File: config.mk
export PLATFORM = sky130hd
export DESIGN_NAME = weight_loader_flat
export DESIGN_NICKNAME = d
export VERILOG_FILES = /design/src/rtl/weight_loader_if.sv /design/src/rtl/weight_loader.sv /design/src/flat_wrapper.sv
export SDC_FILE = /design/constraint.sdc
export NUM_CORES = 1
export LEC_CHECK = 0
export CAP_MARGIN = 20
export CORE_ASPECT_RATIO = 1.1
export CORE_MARGIN = 5
export CORE_UTILIZATION = 53
export CTS_CLUSTER_DIAMETER = 200
export DETAILED_ROUTE_END_ITERATION = 8
export HOLD_SLACK_MARGIN = 0.12
export PLACE_DENSITY = 0.82
export SETUP_SLACK_MARGIN = 0.2
export SYNTH_ARGS = -nofsm -noshare
export SYNTH_HDL_FRONTEND = slang
export SYNTH_SLANG_ARGS = --single-unit
File: constraint.sdc
create_clock -name clk -period 3.8 [get_ports clk]
set_clock_uncertainty 0.15 [all_clocks]
set_input_delay 0.38 -clock clk [delete_from_list [all_inputs] [get_ports clk]]
set_output_delay 0.38 -clock clk [all_outputs]
set_load 0.01 [all_outputs]
File: src/rtl/weight_loader_if.sv
// Handshake and array-edge bundle between the weight loader and its neighbours.
// The loader takes the slave view; the upstream source / controller / bench takes the master view.
interface weight_loader_if #(
    parameter int DATA_WIDTH = 16,
    parameter int ROWS       = 2,
    parameter int COLS       = 2
);
    logic [COLS*DATA_WIDTH-1:0] s_wdata;
    logic                       s_wvalid;
    logic                       s_wready;
    logic                       swap_req;
    logic                       swap_ack;
    logic [COLS*DATA_WIDTH-1:0] wl_weight_out;
    logic [ROWS-1:0]            wl_accept_w_out;
    logic [ROWS-1:0]            wl_switch_out;
    logic                       tile_loaded;

    modport master (
        output s_wdata, s_wvalid, swap_req,
        input  s_wready, swap_ack, wl_weight_out, wl_accept_w_out, wl_switch_out, tile_loaded
    );

    modport slave (
        input  s_wdata, s_wvalid, swap_req,
        output s_wready, swap_ack, wl_weight_out, wl_accept_w_out, wl_switch_out, tile_loaded
    );
endinterface

File: src/rtl/weight_loader.sv
// Edge driver for the PE systolic array: buffers a weight tile, bursts it into the inactive
// registers, then drives the west-edge switch. Define WL_SWITCH_SKEW_EN for a row-skewed switch.
module weight_loader #(
    parameter int DATA_WIDTH = 16,
    parameter int ROWS       = 2,
    parameter int COLS       = 2
) (
    input logic            clk,
    input logic            rst,
    weight_loader_if.slave wl
);
    localparam int CNT_W = $clog2(ROWS + 1);
    localparam int IDX_W = (ROWS > 1) ? $clog2(ROWS) : 1;
    localparam int ROW_W = COLS * DATA_WIDTH;

    typedef enum logic [1:0] {EMPTY, BURST, LOADED, SWAP} state_t;

    state_t           state;
    logic [CNT_W-1:0] count;
    logic [IDX_W-1:0] burst_idx;
    logic [IDX_W-1:0] sel_idx;
    logic [ROW_W-1:0] tile_buf [ROWS];
    logic [ROW_W-1:0] sel_row;
    logic [ROW_W-1:0] weight_q;
    logic [ROWS-1:0]  accept_q;
    logic [ROWS-1:0]  switch_q;
    logic             buf_full;
    logic             beat_accept;

    assign buf_full    = (count == CNT_W'(ROWS));
    assign beat_accept = wl.s_wvalid && !buf_full;

    // Rows leave bottom-first so that after the last burst edge PE row r holds tile row r.
    always_comb begin
        sel_idx = (state == BURST) ? burst_idx - 1'b1 : IDX_W'(ROWS - 1);
        sel_row = '0;
        for (int r = 0; r < ROWS; r++) begin
            if (sel_idx == IDX_W'(r)) sel_row = tile_buf[r];
        end
    end

    always_ff @(posedge clk or posedge rst) begin
        if (rst) begin
            state     <= EMPTY;
            count     <= '0;
            burst_idx <= '0;
            weight_q  <= '0;
            accept_q  <= '0;
            switch_q  <= '0;
            for (int r = 0; r < ROWS; r++) tile_buf[r] <= '0;
        end else begin
            for (int r = 0; r < ROWS; r++) begin
                if (beat_accept && count == CNT_W'(r)) tile_buf[r] <= wl.s_wdata;
            end
            if (beat_accept) count <= count + 1'b1;

            case (state)
                EMPTY: begin
                    if (buf_full) begin
                        state     <= BURST;
                        burst_idx <= IDX_W'(ROWS - 1);
                        weight_q  <= sel_row;
                        accept_q  <= '1;
                    end
                end
                BURST: begin
                    // The buffer is full throughout BURST, so clearing count never races a new beat.
                    if (burst_idx == '0) begin
                        state    <= LOADED;
                        weight_q <= '0;
                        accept_q <= '0;
                        count    <= '0;
                    end else begin
                        burst_idx <= burst_idx - 1'b1;
                        weight_q  <= sel_row;
                    end
                end
                LOADED: begin
                    if (wl.swap_req) begin
                        state <= SWAP;
`ifdef WL_SWITCH_SKEW_EN
                        switch_q <= ROWS'(1);
`else
                        switch_q <= '1;
`endif
                    end
                end
                SWAP: begin
`ifdef WL_SWITCH_SKEW_EN
                    if (switch_q[ROWS-1]) begin
                        switch_q <= '0;
                        state    <= EMPTY;
                    end else begin
                        switch_q <= switch_q << 1;
                    end
`else
                    switch_q <= '0;
                    state    <= EMPTY;
`endif
                end
                default: state <= EMPTY;
            endcase
        end
    end

    assign wl.s_wready        = !buf_full;
    assign wl.swap_ack        = (state == LOADED) && wl.swap_req;
    assign wl.tile_loaded     = (state == LOADED);
    assign wl.wl_weight_out   = weight_q;
    assign wl.wl_accept_w_out = accept_q;
    assign wl.wl_switch_out   = switch_q;
endmodule
File: src/flat_wrapper.sv
// flat-port wrapper written by rule: the top's interface ports become plain ports
module weight_loader_flat 
#(
    parameter int DATA_WIDTH = 16,
    parameter int ROWS       = 2,
    parameter int COLS       = 2
)
  (clk, rst, wl_s_wdata, wl_s_wvalid, wl_swap_req, wl_s_wready, wl_swap_ack, wl_wl_weight_out, wl_wl_accept_w_out, wl_wl_switch_out, wl_tile_loaded);
  weight_loader_if #(.DATA_WIDTH(DATA_WIDTH), .ROWS(ROWS), .COLS(COLS)) wl_i ();
  input logic clk;
  input logic rst;
  input wire logic [$bits(wl_i.s_wdata)-1:0] wl_s_wdata;
  input wire logic [$bits(wl_i.s_wvalid)-1:0] wl_s_wvalid;
  input wire logic [$bits(wl_i.swap_req)-1:0] wl_swap_req;
  output wire logic [$bits(wl_i.s_wready)-1:0] wl_s_wready;
  output wire logic [$bits(wl_i.swap_ack)-1:0] wl_swap_ack;
  output wire logic [$bits(wl_i.wl_weight_out)-1:0] wl_wl_weight_out;
  output wire logic [$bits(wl_i.wl_accept_w_out)-1:0] wl_wl_accept_w_out;
  output wire logic [$bits(wl_i.wl_switch_out)-1:0] wl_wl_switch_out;
  output wire logic [$bits(wl_i.tile_loaded)-1:0] wl_tile_loaded;
  assign wl_i.s_wdata = wl_s_wdata;
  assign wl_i.s_wvalid = wl_s_wvalid;
  assign wl_i.swap_req = wl_swap_req;
  assign wl_s_wready = wl_i.s_wready;
  assign wl_swap_ack = wl_i.swap_ack;
  assign wl_wl_weight_out = wl_i.wl_weight_out;
  assign wl_wl_accept_w_out = wl_i.wl_accept_w_out;
  assign wl_wl_switch_out = wl_i.wl_switch_out;
  assign wl_tile_loaded = wl_i.tile_loaded;
  weight_loader #(.DATA_WIDTH(DATA_WIDTH), .ROWS(ROWS), .COLS(COLS)) u_core (.clk(clk), .rst(rst), .wl(wl_i));
endmodule
==> impl_results.md <==
* Avg Vias per Cell at 5.29
* Reg2reg start: u_core.state[1]
* CTS buffer count at 9
* M2 GR Usage at 0.295
* Worst-Margin Slew at 953 ps
* Syn_area_per_cell at 12.9 um^2
* Clk slew on worst S/H paths at 90 ps
* Area growth, synth to finish at 21.4%
* RSZ-0062 raised after global routing: no
* Final nets at 471
* GR Layer Usage met3 at 0.0352
* CP Launch Point: u_core.state[0]
* Final WL at 9150 um
* 1st-iter DRT viols at 115
* Placement Setup Slack at 1590 ps
* Grt total ovfl at 0
* Max Fclk at 422 MHz
* Die ar. at 10800 um^2
* Diodes inserted at 0
* Worst hold start: u_core.wl.wl_weight_out[14]
* Worst reg2reg endpoint: u_core.wl.wl_weight_out[3]
* Hold Path Class: flop to flop
* Synth area leader: dfrtp_1
* Max Cap Violations at 0
* All-layer global routing usage at 0.178
* Critical path startpoint category: flop
* Outcome: completed
* Rel. slew slack at 0.364
* Clk root buf: clkbuf_8
* Total setup buffers inserted after CTS at 0
* H-tree depth at 3
* Final min period at 2370 ps
* Die H at 109 um
* Port bufs at 74
* Post-synthesis sequential area ratio at 0.550
* Cts repair resizes at 0
* Largest net degree at the start of global routing at 66
* Avg WL per Cell at 16.8 um
* Clk sinks at 103
* GR Util met1 at 0.224
* Commonest cells in the netlist: dfrtp_1, mux2_4, nand2_1
* Netlist cell types at 26
* Final Hold Viols at 0
* Synth top area share at 0.550
* # hold bufs at CTS at 0
* VDD IR max at 0.399 mV
* DRC viols at 0
* Required time worst endpoint at 3270 ps
* P_leak at 2.67 nW
* First-pass GRT wire length at 15100 um
* First-pass iteration count of the detailed router at 4
* Mapped Area at 4690 um^2
* Skew-Pair Late Insertion Delay at 360 ps
* Final ANT Viol Nets at 0
* Arr. time, crit path at 1840 ps
* Synth area leaders: dfrtp_1, mux2_4, nor2b_1
* # rows at 36
* Fraction of final layout cells sized beyond drive strength 1 at 0.212
* Clock buffer depth at 2
* Gpl congestion at 0.721
* Reg-to-reg slack, setup at 1570 ps
* Initial Util at 0.536
* Cell count after synthesis at 362
* Die X at 99.7 um
* Post-synth EDFFs at 0
* Synth warn at 0
* Top-count cell post-synth: dfrtp_1
* Endpoints failing setup at 0
* Worst Setup Path Type: flop to output port
* CTS tree: built
* GRT busiest layer: met2
* Core area at 8740 um^2
* Worst-case reg-to-reg path depth at 6
* Critical path peak fanout at 4
* CP Capture Type: output port
* Synthesis-stage register bit count at 103
* WHS Path Cells at 2
* FFs w/ async S/R, synth at 1.00
* Slew Viols, Final at 0
* Hold Path Sink: u_core.wl.wl_weight_out[14]
* # IOs at 75
* Total Neg Setup Slack at 0 ps
* Pwr/cell area at 892 nW/um^2
* Total power at 5.08 mW
* Initial antenna violation count at 0
* HPWL Detailed at 6100 um
* PnR worst setup slack at 1430 ps
* Period utilisation layout at 0.624
* Ys flop type: dfrtp_1
* Vias in the first global route at 3097
* Syn Nets at 407
* Routed via count at 2879
==> layout make-up <==
type	instances	area, um^2
fill	653	3050
timing repair buffer	79	778
clock buffer	12	165
sequential	103	2580
tap	114	143
multi-input combinational	224	1920
clock inverter	3	65.1
inverter	9	36.3
==> per-stage QoR <==
step,cell area (um^2),hold slack (ps),util,instances
global route,5690,364,0.651,544
detailed placement,5460,321,0.625,529
global placement,5460,310,0.625,529
CTS,5690,342,0.651,544
floorplan,4690,321,-,362
finish,5690,335,0.651,544
==> layout by cell type (no fill, tap or decap), types with 2 or more instances in the layout <==
| master | n |
|---|---|
| dfrtp_1 | 103 |
| clkdlybuf4s50_1 | 74 |
| mux2_4 | 60 |
| nand2_1 | 35 |
| nor2b_1 | 33 |
| a31oi_1 | 32 |
| o21ai_0 | 23 |
| clkbuf_8 | 12 |
| o21ai_1 | 10 |
| inv_1 | 8 |
| ha_1 | 8 |
| mux2_2 | 5 |
| buf_4 | 5 |
| nor2_1 | 3 |
| nand2b_1 | 2 |
| nand2_4 | 2 |
| mux2i_1 | 2 |
| bufinv_16 | 2 |
==> where the power goes <==
group	switching (mW)	internal (mW)	total, mW
sequential	0.341	1.64	1.98
clock	0.354	0.421	0.774
combinational	1.00	1.32	2.32
==> state kept, by name, indices dropped and copies added, names as in the netlist <==
name,cells
u_core.tile_buf,64
u_core.state,2
u_core.burst_idx,1
u_core.wl.wl_switch_out,1
u_core.wl.wl_accept_w_out,1
u_core.count,2
u_core.wl.wl_weight_out,32
==> per-layer routing <==
metal / wire [um] / vias up
met4: 254 / 0
met3: 455 / 21
met1: 3920 / 1420
met5: 0 / -
li1: - / 1369
met2: 4520 / 69
==> logic make-up after synthesis <==
family                     synth area share
DFF                                   0.550
and+or+nand+nor                      0.0873
AOI/OAI and AO/OA                    0.0833
muxes                                 0.211
buffers and inverters                0.0430
adders and majority gates            0.0240
xor gates and xnor gates            0.00187
==> worst max path at each step <==
stage                                       to  slack (ps)  depth (start not counted)
finish                             wl_swap_ack        1430                          4
global route                       wl_swap_ack        1320                          4
detailed placement  u_core.wl.wl_weight_out[3]        1590                          6
CTS                                wl_swap_ack        1410                          4
floorplan                     u_core.burst_idx         570                          1
global placement            u_core.tile_buf[2]        1620                          4
==> critical path, stage by stage (launching register included) <==
cell	delay, ps
dfrtp_1	410
inv_1	140
ha_1	230
and2_1	160
clkdlybuf4s50_1	540
No activity file was read; power rests on OpenSTA's default activity.
